`src/rtl/count_display.sv`:
```
// count_display: sequential binary-to-BCD converter driving a multiplexed 3-digit 7-segment display
// Ports:
//   clk        rising-edge clock
//   rst        synchronous active-low reset
//   count_in   10-bit binary count, nominally 0-999
//   bcd        latched BCD result {hundreds, tens, ones}
//   bcd_valid  one-cycle pulse when bcd updates
//   busy       conversion in progress
//   ovf        last sampled count_in exceeded 999
//   seg        segment drive, active-high, gfedcba
//   an         one-hot digit enable: [0] ones, [1] tens, [2] hundreds
module count_display #(
    parameter int REFRESH_DIV = 4,
    parameter bit LEAD_BLANK  = 1'b1
) (
    input  logic        clk,
    input  logic        rst,
    input  logic [9:0]  count_in,
    output logic [11:0] bcd,
    output logic        bcd_valid,
    output logic        busy,
    output logic        ovf,
    output logic [6:0]  seg,
    output logic [2:0]  an
);
    localparam int RW = $clog2(REFRESH_DIV);
    typedef enum logic {IDLE, SHIFT} state_t;
    state_t state, state_n;
    logic [9:0]    last_sample;
    logic [21:0]   work, adj, sh;
    logic [3:0]    bit_cnt;
    logic          start, done;
    logic [RW-1:0] rcnt;
    logic [1:0]    dig, dig_n;
    logic [3:0]    nib;
    logic          blank, wrap;
    logic [6:0]    seg_n;

    function automatic logic [3:0] add3(input logic [3:0] n);
        return n >= 4'd5 ? n + 4'd3 : n;
    endfunction

    function automatic logic [6:0] dec7(input logic [3:0] d);
        case (d)
            4'd0: return 7'h3F;
            4'd1: return 7'h06;
            4'd2: return 7'h5B;
            4'd3: return 7'h4F;
            4'd4: return 7'h66;
            4'd5: return 7'h6D;
            4'd6: return 7'h7D;
            4'd7: return 7'h07;
            4'd8: return 7'h7F;
            4'd9: return 7'h6F;
            default: return 7'h00;
        endcase
    endfunction

    always_comb begin
        start   = state == IDLE && count_in != last_sample;
        done    = state == SHIFT && bit_cnt == 4'd9;
        state_n = start ? SHIFT : done ? IDLE : state;
        // add-3 on each BCD nibble, then shift the whole {bcd_work, bin} register
        adj     = {add3(work[21:18]), add3(work[17:14]), add3(work[13:10]), work[9:0]};
        sh      = adj << 1;
    end

    always_ff @(posedge clk) begin
        if (!rst) state <= IDLE;
        else      state <= state_n;
    end

    always_ff @(posedge clk) begin
        if (!rst) begin
            last_sample <= '0;
            work        <= '0;
            bit_cnt     <= '0;
            bcd         <= '0;
            bcd_valid   <= 1'b0;
            busy        <= 1'b0;
            ovf         <= 1'b0;
        end else begin
            bcd_valid <= done;
            if (start) begin
                last_sample <= count_in;
                work        <= {12'd0, count_in > 10'd999 ? 10'd999 : count_in};
                ovf         <= count_in > 10'd999;
                bit_cnt     <= '0;
                busy        <= 1'b1;
            end else if (state == SHIFT) begin
                work    <= sh;
                bit_cnt <= bit_cnt + 4'd1;
            end
            if (done) begin
                bcd  <= sh[21:10];
                busy <= 1'b0;
            end
        end
    end

    // seg is computed for the digit about to be enabled, so an and seg change together
    always_comb begin
        wrap  = rcnt == RW'(REFRESH_DIV - 1);
        dig_n = dig == 2'd2 ? 2'd0 : dig + 2'd1;
        nib   = dig_n == 2'd0 ? bcd[3:0] : dig_n == 2'd1 ? bcd[7:4] : bcd[11:8];
        blank = LEAD_BLANK && ((dig_n == 2'd2 && bcd[11:8] == 4'd0) || (dig_n == 2'd1 && bcd[11:4] == 8'd0));
        seg_n = blank ? 7'h00 : dec7(nib);
    end

    always_ff @(posedge clk) begin
        if (!rst) begin
            rcnt <= '0;
            dig  <= 2'd0;
            an   <= 3'b001;
            seg  <= 7'h3F;
        end else begin
            rcnt <= wrap ? '0 : rcnt + RW'(1);
            if (wrap) begin
                dig <= dig_n;
                an  <= 3'b001 << dig_n;
                seg <= seg_n;
            end
        end
    end
endmodule

```
`config.mk`:
```
export PLATFORM = sky130hd
export DESIGN_NAME = count_display
export DESIGN_NICKNAME = d
export VERILOG_FILES = /design/src/rtl/count_display.sv
export SDC_FILE = /design/constraint.sdc
export NUM_CORES = 1
export LEC_CHECK = 0
export ABC_AREA = 1
export CAP_MARGIN = 20
export CORE_ASPECT_RATIO = 0.7
export CORE_MARGIN = 3
export CORE_UTILIZATION = 44
export DETAILED_ROUTE_END_ITERATION = 7
export PLACE_DENSITY_LB_ADDON = 0.2
export REMOVE_ABC_BUFFERS = 1
export SYNTH_ARGS = -nofsm -noshare
export SYNTH_HDL_FRONTEND = slang
export SYNTH_SLANG_ARGS = --single-unit
export TNS_END_PERCENT = 20
```
`constraint.sdc`:
```
create_clock -name clk -period 2.4 [get_ports clk]
set_input_delay 0.48 -clock clk [delete_from_list [all_inputs] [get_ports clk]]
set_output_delay 0.48 -clock clk [all_outputs]
set_load 0.02 [all_outputs]
```
==> flow_metrics.tcl, run 1 <==
set metrics [dict create \
    p_int_mw 1.68 \
    nets 521 \
    synth-main-ff-cell "dfxtp_1" \
    syn-cell-area_um2 3230 \
    ys_seq_elements 65 \
    maxCapViolCount 0 \
    cp.required_ns 2.66 \
    min_path_type "reg -> reg" \
    dr.first_iter.drc_count 247 \
    hpwl_um 5440 \
    arrival_ns 2.14 \
    clk_latency_ns 0.33 \
    grt_max_degree 24 \
    cts_made_buffers 9 \
    die-width_um 108 \
    setup_violations 0 \
    root_buffer "clkbuf_8" \
    rsz0062_at_grt "false" \
    die-area_um2 8420 \
    met3_usage_pct 4.24 \
    grt_pass1_wl_um 12900 \
    busiest_layer "met2" \
    rows 25 \
    ys_top_cells_by_count "nand2_1, dfxtp_1, inv_1" \
    share_comb_of_total_power_pct 10.6 \
    start_util_pct 46.5 \
    status "completed" \
    cp_num_buf_inv 2 \
    cts_tree "built" \
    core_um2 6940 \
    synth.most_common_cell "nand2_1" \
    htreeDepth 3 \
    wirelength_um 7330 \
    firstDrtPassIters 4 \
    yosysTopAreaCellShare_pct 40.3 \
    synthCells 453 \
    worst_path_max_delay_cell "clkdlybuf4s50_1" \
    cpMostUsedCell "nor2_1" \
    avgViaCountPerCell 4.88 \
    slew_viol_final 0 \
    syn_area_per_cell_um2 7.13 \
    maxSlewHeadroom_pct 57.2 \
    ys_types 35 \
    p_switching_mw 0.569 \
    netlist.top_cell.by_area "dfxtp_1" \
    p_total_mw 2.25 \
    critPathLaunchType "input port" \
    ant_nets 0 \
    grt_pass1_vias 2678 \
    io_pins 37 \
    path_cells "clkdlybuf4s50_1 > inv_1 > nor3_1 > o211ai_1 > a21oi_2 > nor2_1 > nor2_1" \
    wl_per_cell_um 12.4 \
    netlist_top_cells_area "dfxtp_1, nand2_1, inv_1" \
    die_h_um 77.7 \
    cts.sinks 65 \
    hold_viol_final 0 \
    netSwitchingFraction_pct 25.3 \
    io_buffers 36 \
    slowest_delay_ns 0.52 \
    max_freq_mhz 532 \
    remaining_drc_errors 0 \
    synth-edff-count 0 \
    postCtsSetupBuffers 0 \
    ys_warn_count 0 \
    dr_total_vias 2891 \
    clk_pin_slew_worst_paths_ns 0.07 \
    leakage_nw 1.64 \
    cts-resized-gates 0 \
    async_reset_ff_share_pct 0 \
    clockBufferDepth 2 \
    fin_crit_sh_pct 78.3 \
    clock_power_share_pct 38.9 \
    syn_to_final_growth_pct 19.4 \
    finalInstanceArea_um2 3850 \
    gr-usage-met2_pct 28.3 \
    grt_util_met1_pct 28.3 \
    ir_drop_v 0.000405 \
    grt_overflow 0 \
    pwr-share-seq_pct 50.6 \
    fin_crit_ns 1.88 \
    crit_path_max_fanout 6 \
    drive_gt1_share_pct 9.64 \
    fin_skew_ns 0.00562 \
    crit_family "compound AO/OA/AOI/OAI gates" \
    antenna_found_initial 0 \
    path_class "in -> reg" \
    tightest_slew_ns 0.642 \
    setup_tns_ns 0 \
    power_per_cell_area_nw_per_um2 583 \
    grtUsageTotal_pct 19.2 \
    diodes 0 \
    final_util_pct 55.5 \
    placed_area_um2 3680 \
    endpoint_kind "flip-flop" \
    place_congestion 0.877 \
    hold_buffers 0 \
    ys_seq_area_share_pct 40.3 \
]
-- state kept, by name (all words and copies together), names as in the netlist --
signal and count:
bcd_valid 1, busy 1, bit_cnt 4, dig 1
bcd 12, last_sample 10, work 22, rcnt 2
ovf 1, seg 7, an 3, state 1
-- final cells by class --
type | instances | area (µm²)
clock buffer | 11 | 131
timing repair buffer | 43 | 413
inverter | 68 | 255
sequential | 65 | 1300
multi-input combinational | 307 | 1590
tap | 94 | 118
clock inverter | 4 | 45.0
fill | 685 | 3090
-- metal layers --
metal | routed length [µm] | share of wire [%] | vias up
li1 | - | - | 1520
met1 | 3780 | 52 | 1289
met2 | 3010 | 41 | 75
met3 | 457 | 6.2 | 7
met4 | 82 | 1.1 | 0
met5 | 0 | 0 | -
-- layout by cell type, fill, tap and decap left out, drive strengths merged --
cell / n
nand4: 1
clkbuf: 11
o21ai: 30
clkdlybuf4s50: 36
dfxtp: 65
or2: 8
o31ai: 1
nor2: 43
nand3b: 1
o211ai: 1
buf: 7
o22ai: 9
a22o: 2
xor2: 5
o21bai: 1
xnor2: 1
ha: 15
a21oi: 36
nand3: 26
nor3b: 1
bufinv: 1
nand2: 120
inv: 68
clkinv: 3
a21boi: 2
nor3: 4
-- worst paths after layout --
check	start	cells past startpoint	slack, ns	end
max	count_in[6]	7	0.52	work[2]$_SDFFE_PN0P_
min	rcnt[0]$_SDFF_PP0_	1	0.42	rcnt[0]$_SDFF_PP0_
max reg2reg	dig[1]$_SDFFE_PN0P_	12	0.59	seg[0]$_SDFFE_PN1P_
min reg2reg	rcnt[0]$_SDFF_PP0_	1	0.42	rcnt[0]$_SDFF_PP0_
-- power groups by stage --
stage,combinational [mW],sequential [mW],clock [mW]
finish,0.238,1.14,0.874
global placement,0.235,1.16,0
global route,0.271,1.14,0.939
CTS,0.240,1.14,0.893
detailed placement,0.239,1.16,0
floorplan,0.129,1.17,0
-- logic make-up after synthesis --
logic type,Yosys count,synth area share (%)
AND/OR/NAND/NOR,204,27.7
XOR/XNOR,6,1.63
AO/OA/AOI/OAI,82,14.1
adder cells (fa/ha/maj),15,5.81
flip-flops,65,40.3
buffers and inverters,81,10.4
-- per-stage QoR --
stage	instances	hold WS, ns	setup WS (ns)
after global routing	592	0.449	0.340
final	592	0.423	0.522
after floorplan	440	0.399	0.607
after global placement	577	0.410	0.243
after detailed placement	577	0.418	0.206
after CTS	592	0.427	0.530
Power figures use the tool's default switching activity.
==> run 2, diff against run 1 <==
Clock period 2.4 ns to 1.5 ns, I/O delays scaled along.
==> flow_metrics.tcl, run 2 (synthesis gave the netlist of run 1 again) <==
set metrics [dict create \
    dr_total_vias 3179 \
    fin_cells 647 \
    start_util_pct 46.5 \
    hold_viol_final 0 \
    clockBufferDepth 2 \
    avgViaCountPerCell 4.91 \
    power_per_cell_area_nw_per_um2 826 \
    die-area_um2 8420 \
    hpwl_um 6120 \
    grt_overflow 0 \
    maxSlewHeadroom_pct 60.5 \
    die_h_um 77.7 \
    p_int_mw 2.81 \
    endpoint_kind "flip-flop" \
    max_freq_mhz 616 \
    hold_buffers 0 \
    status "complete, but fails checks" \
    dr.first_iter.drc_count 212 \
    violations "setup timing" \
    worst_path_max_delay_cell "dfxtp_4" \
    reg_top3 "work x22, bcd x12, last_sample x10" \
    cts_tree "built" \
    rsz0062_at_grt "true" \
    final_common_cell "nand2_1" \
    final_cell_mix "nand2_1, dfxtp_1, inv_1, buf_4, dlygate4sd2_1" \
    setup_slack_ns -0.123 \
    share_comb_of_total_power_pct 13.1 \
    htreeDepth 3 \
    netSwitchingFraction_pct 26.2 \
    cp.required_ns 1.73 \
    nets 575 \
    min_path_type "in -> reg" \
    grtUsageTotal_pct 21.9 \
    grt_max_degree 23 \
    finalInstanceArea_um2 4600 \
    root_buffer "clkbuf_8" \
    drive_gt1_share_pct 31.6 \
    maxCapViolCount 0 \
    cts_made_buffers 9 \
    p_switching_mw 0.996 \
    path_cells "inv_4 > nor2_4 > inv_2 > nor2_4 > nor3_4 > buf_12 > buf_6 > buf_6 > ha_4 > a22o_1 > nand2_1 > nand2_1" \
    crit_path_max_fanout 4 \
    die-width_um 108 \
    ant_nets 0 \
    cts.sinks 65 \
    io_pins 37 \
    ir_drop_v 0.000538 \
    pwr-share-seq_pct 48.1 \
    rows 25 \
    grt_pass1_wl_um 14500 \
    diodes 0 \
    largest_register_ffs 22 \
    wl_per_cell_um 13.8 \
    dp.cells 619 \
    fin_crit_sh_pct 108 \
    clk_latency_ns 0.33 \
    slowest_delay_ns 0.38 \
    slew_viol_final 0 \
    placed_area_um2 4010 \
    core_um2 6940 \
    clock_power_share_pct 38.9 \
    place_congestion 0.815 \
    grt_pass1_vias 3030 \
    io_buffers 36 \
    timing.hold.ws_ns 0.385 \
    fin_skew_ns 0.00741 \
    path_class "reg -> reg" \
    fin_crit_ns 1.62 \
    antenna_found_initial 0 \
    remaining_drc_errors 0 \
    firstDrtPassIters 5 \
    largest_register "work" \
    final_util_pct 66.3 \
    leakage_nw 2.05 \
    arrival_ns 1.85 \
    setup_violations 6 \
    tightest_slew_ns 0.590 \
    wirelength_um 8940 \
    critPathLaunchType "flip-flop" \
    p_total_mw 3.80 \
    syn_to_final_growth_pct 42.6 \
    clk_pin_slew_worst_paths_ns 0.07 \
]
## run 2: changes by cell type in the layout (fill, tap and decap cells not counted), sizes merged
cell,delta
clkdlybuf4s50,-35
nand2,+1
dlygate4sd2,+34
clkinv,-1
buf,+53
clkinvlp,+2
dlymetal6s2s,+1
## run 2: final timing paths
kind,depth (start not counted),slack [ns],from,endpoint
setup reg to reg,12,-0.12,an[1]$_SDFFE_PN0P_,seg[4]$_SDFFE_PN1P_
hold / removal,3,0.39,count_in[1],last_sample[1]$_SDFFE_PN0N_
hold reg to reg,1,0.43,rcnt[0]$_SDFF_PP0_,rcnt[0]$_SDFF_PP0_
setup / recovery,12,-0.12,an[1]$_SDFFE_PN0P_,seg[4]$_SDFFE_PN1P_
## run 2: through the flow
stage,setup WS [ns],setup TNS (ns)
6_report,-0.123,-0.365
5_1_grt,-0.204,-2.71
4_1_cts,-0.140,-0.716
3_5_place_dp,-0.526,-18.67
3_3_place_gp,-0.532,-17.54
2_1_floorplan,-0.293,-2.23
## run 2: power by group through the flow
stage / sequential [mW] / clock, mW / combinational (mW)
6_report: 1.83 / 1.48 / 0.497
5_1_grt: 1.83 / 1.60 / 0.546
4_1_cts: 1.82 / 1.50 / 0.458
3_5_place_dp: 1.86 / 0 / 0.431
3_3_place_gp: 1.86 / 0 / 0.423
2_1_floorplan: 1.88 / 0 / 0.206
## run 2: per-layer routing
layer  global-route usage [%]  routed length, µm  up-vias  part of all wire, %
met2                     33.2               4010       47                   45
met3                     5.15                265       14                  3.0
met5                        0                  0        -                    0
met1                     31.1               4540     1481                   51
li1                         -                  -     1637                    -
met4                     6.18                123        0                  1.4
## run 2: area by class of cell
cell class	instances	area [µm²]
fill	592	2340
sequential	65	1320
timing repair buffer	96	835
clock inverter	5	55.1
clock buffer	11	141
multi-input combinational	308	1870
tap	94	118
inverter	68	263
## run 2: timing repair
| item | in CTS | in global routing |
|---|---|---|
| buffers inserted | 5 | 8 |
| gates resized for setup | 74 | 75 |
| gates cloned | 1 | 0 |
| setup endpoints to repair | 77 | 55 |
| hold endpoints to repair | 0 | 0 |
| pin swaps | 15 | 28 |
## run 2: critical path: cells and delay by family (launching register included)
family | cells | cell delay (ns)
buffers and inverters | 5 | 0.45
and+or+nand+nor | 5 | 0.37
adders and majority gates | 1 | 0.14
DFF | 1 | 0.38
AOI/OAI and AO/OA | 1 | 0.17
==> run 3, diff against run 2 <==
Settings changed: CAP_MARGIN 20 to default, CORE_ASPECT_RATIO 0.7 to 0.9, CTS_CLUSTER_SIZE from default to 8.
==> flow_metrics.tcl, run 3 (synthesis gave the netlist of run 1 again) <==
set metrics [dict create \
    nets 586 \
    final_common_cell "nand2_1" \
    leakage_nw 2.13 \
    grt_pass1_wl_um 13400 \
    die-width_um 96.3 \
    timing.hold.ws_ns 0.386 \
    fin_crit_ns 1.64 \
    ir_drop_v 0.000546 \
    root_buffer "clkbuf_8" \
    setup_slack_ns -0.142 \
    io_pins 37 \
    drive_gt1_share_pct 34.0 \
    dp.cells 626 \
    fin_crit_sh_pct 109 \
    power_per_cell_area_nw_per_um2 783 \
    antenna_found_initial 0 \
    largest_register "work" \
    dr_total_vias 3191 \
    start_util_pct 47.3 \
    path_class "reg -> reg" \
    regArea_um2 1320 \
    final_cell_mix "nand2_1, buf_4, dfxtp_1" \
    fin_skew_ns 0.00584 \
    hold_viol_final 0 \
    hpwl_um 5670 \
    status "complete, but fails checks" \
    multi_input_area_um2 1930 \
    clk_latency_ns 0.35 \
    reg_top3 "work x22, bcd x12, last_sample x10" \
    max_freq_mhz 609 \
    setup_violations 6 \
    rsz0062_at_grt "true" \
    core_um2 6830 \
    critPathLaunchType "flip-flop" \
    ff2ff_setup_slack_ns -0.14 \
    avgViaCountPerCell 4.88 \
    io_buffers 36 \
    tightest_slew_ns 0.344 \
    crit_path_max_fanout 4 \
    cts_tree "built" \
    die_h_um 87.3 \
    die-area_um2 8400 \
    clk_pin_slew_worst_paths_ns 0.07 \
    reg2reg_depth 11 \
    final_util_pct 68.8 \
    fill_cells 535 \
    maxCapViolCount 0 \
    cts_made_buffers 9 \
    violations "setup timing" \
    dr.first_iter.drc_count 142 \
    endpoint_kind "flip-flop" \
    grt_max_degree 24 \
    fin_cells 654 \
    largest_register_ffs 22 \
    wirelength_um 8480 \
    min_path_type "in -> reg" \
    dp_slack_ns -0.534 \
    cts.sinks 65 \
    rows 28 \
    arrival_ns 1.93 \
    firstDrtPassIters 5 \
    htreeDepth 3 \
    remaining_drc_errors 0 \
    grt_overflow 0 \
    slew_viol_final 0 \
    holdPathStages 3 \
    diodes 0 \
    syn_to_final_growth_pct 45.6 \
    clockBufferDepth 2 \
    ant_nets 0 \
    place_congestion 0.796 \
    grt_pass1_vias 3069 \
    cp.required_ns 1.79 \
    grtUsageTotal_pct 20.5 \
    wl_per_cell_um 13.0 \
    maxSlewHeadroom_pct 77.0 \
]
-- run 3: worst max-delay path: stages, from the launching register on --
cell	delay, ns
dfxtp_4	0.37
buf_6	0.12
nand2_4	0.05
inv_4	0.03
nor3_4	0.33
inv_2	0.10
ha_2	0.19
nor2_1	0.10
nor2_1	0.06
o21ai_0	0.09
nand2_1	0.08
nand2_1	0.05
-- run 3: power breakdown --
part,switching [mW],internal (mW),leakage (nW)
Clock,0.647,0.682,0.0932
Combinational,0.297,0.230,1.50
Sequential,0.0381,1.79,0.535
Total,0.982,2.70,2.13
-- run 3: final cells by class --
cell class / count / area share [%]
multi-input cells: 308 / 41.1
flip-flops and latches: 65 / 28.1
repair buffers: 107 / 19.0
inverters: 68 / 5.70
clock buffers: 13 / 3.38
well taps: 90 / 2.40
clock inverters: 3 / 0.319
-- run 3: stage by stage --
step,instance area [µm²],power (mW),TNS (ns)
after global routing,4700,3.84,-1.77
after floorplan,3150,2.08,-2.23
after CTS,4470,3.66,-0.655
after detailed placement,4080,2.30,-19.47
after global placement,4080,2.29,-17.93
final,4700,3.68,-0.523
-- run 3: per-layer routing --
layer / global-route usage (%) / routed length, µm
met4: 7.49 / 123
met1: 25.8 / 3880
met5: 0 / 0
met3: 4.67 / 353
met2: 34.2 / 4120
-- run 3: repair_timing --
item / 4_1_cts / 5_1_grt
cloned: 1 / 1
setup buffers: 8 / 5
endpoints found under the setup margin: 74 / 51
pin swaps: 21 / 33
hold buffers: 0 / 0
resized for setup: 92 / 78
-- run 3: worst paths after layout --
path,end,startpoint
worst max-delay path,seg[0]$_SDFFE_PN1P_,dig[1]$_SDFFE_PN0P_
worst min-delay path,last_sample[0]$_SDFFE_PN0N_,count_in[0]
worst max register to register,seg[0]$_SDFFE_PN1P_,dig[1]$_SDFFE_PN0P_
worst min register to register,rcnt[0]$_SDFF_PP0_,rcnt[0]$_SDFF_PP0_
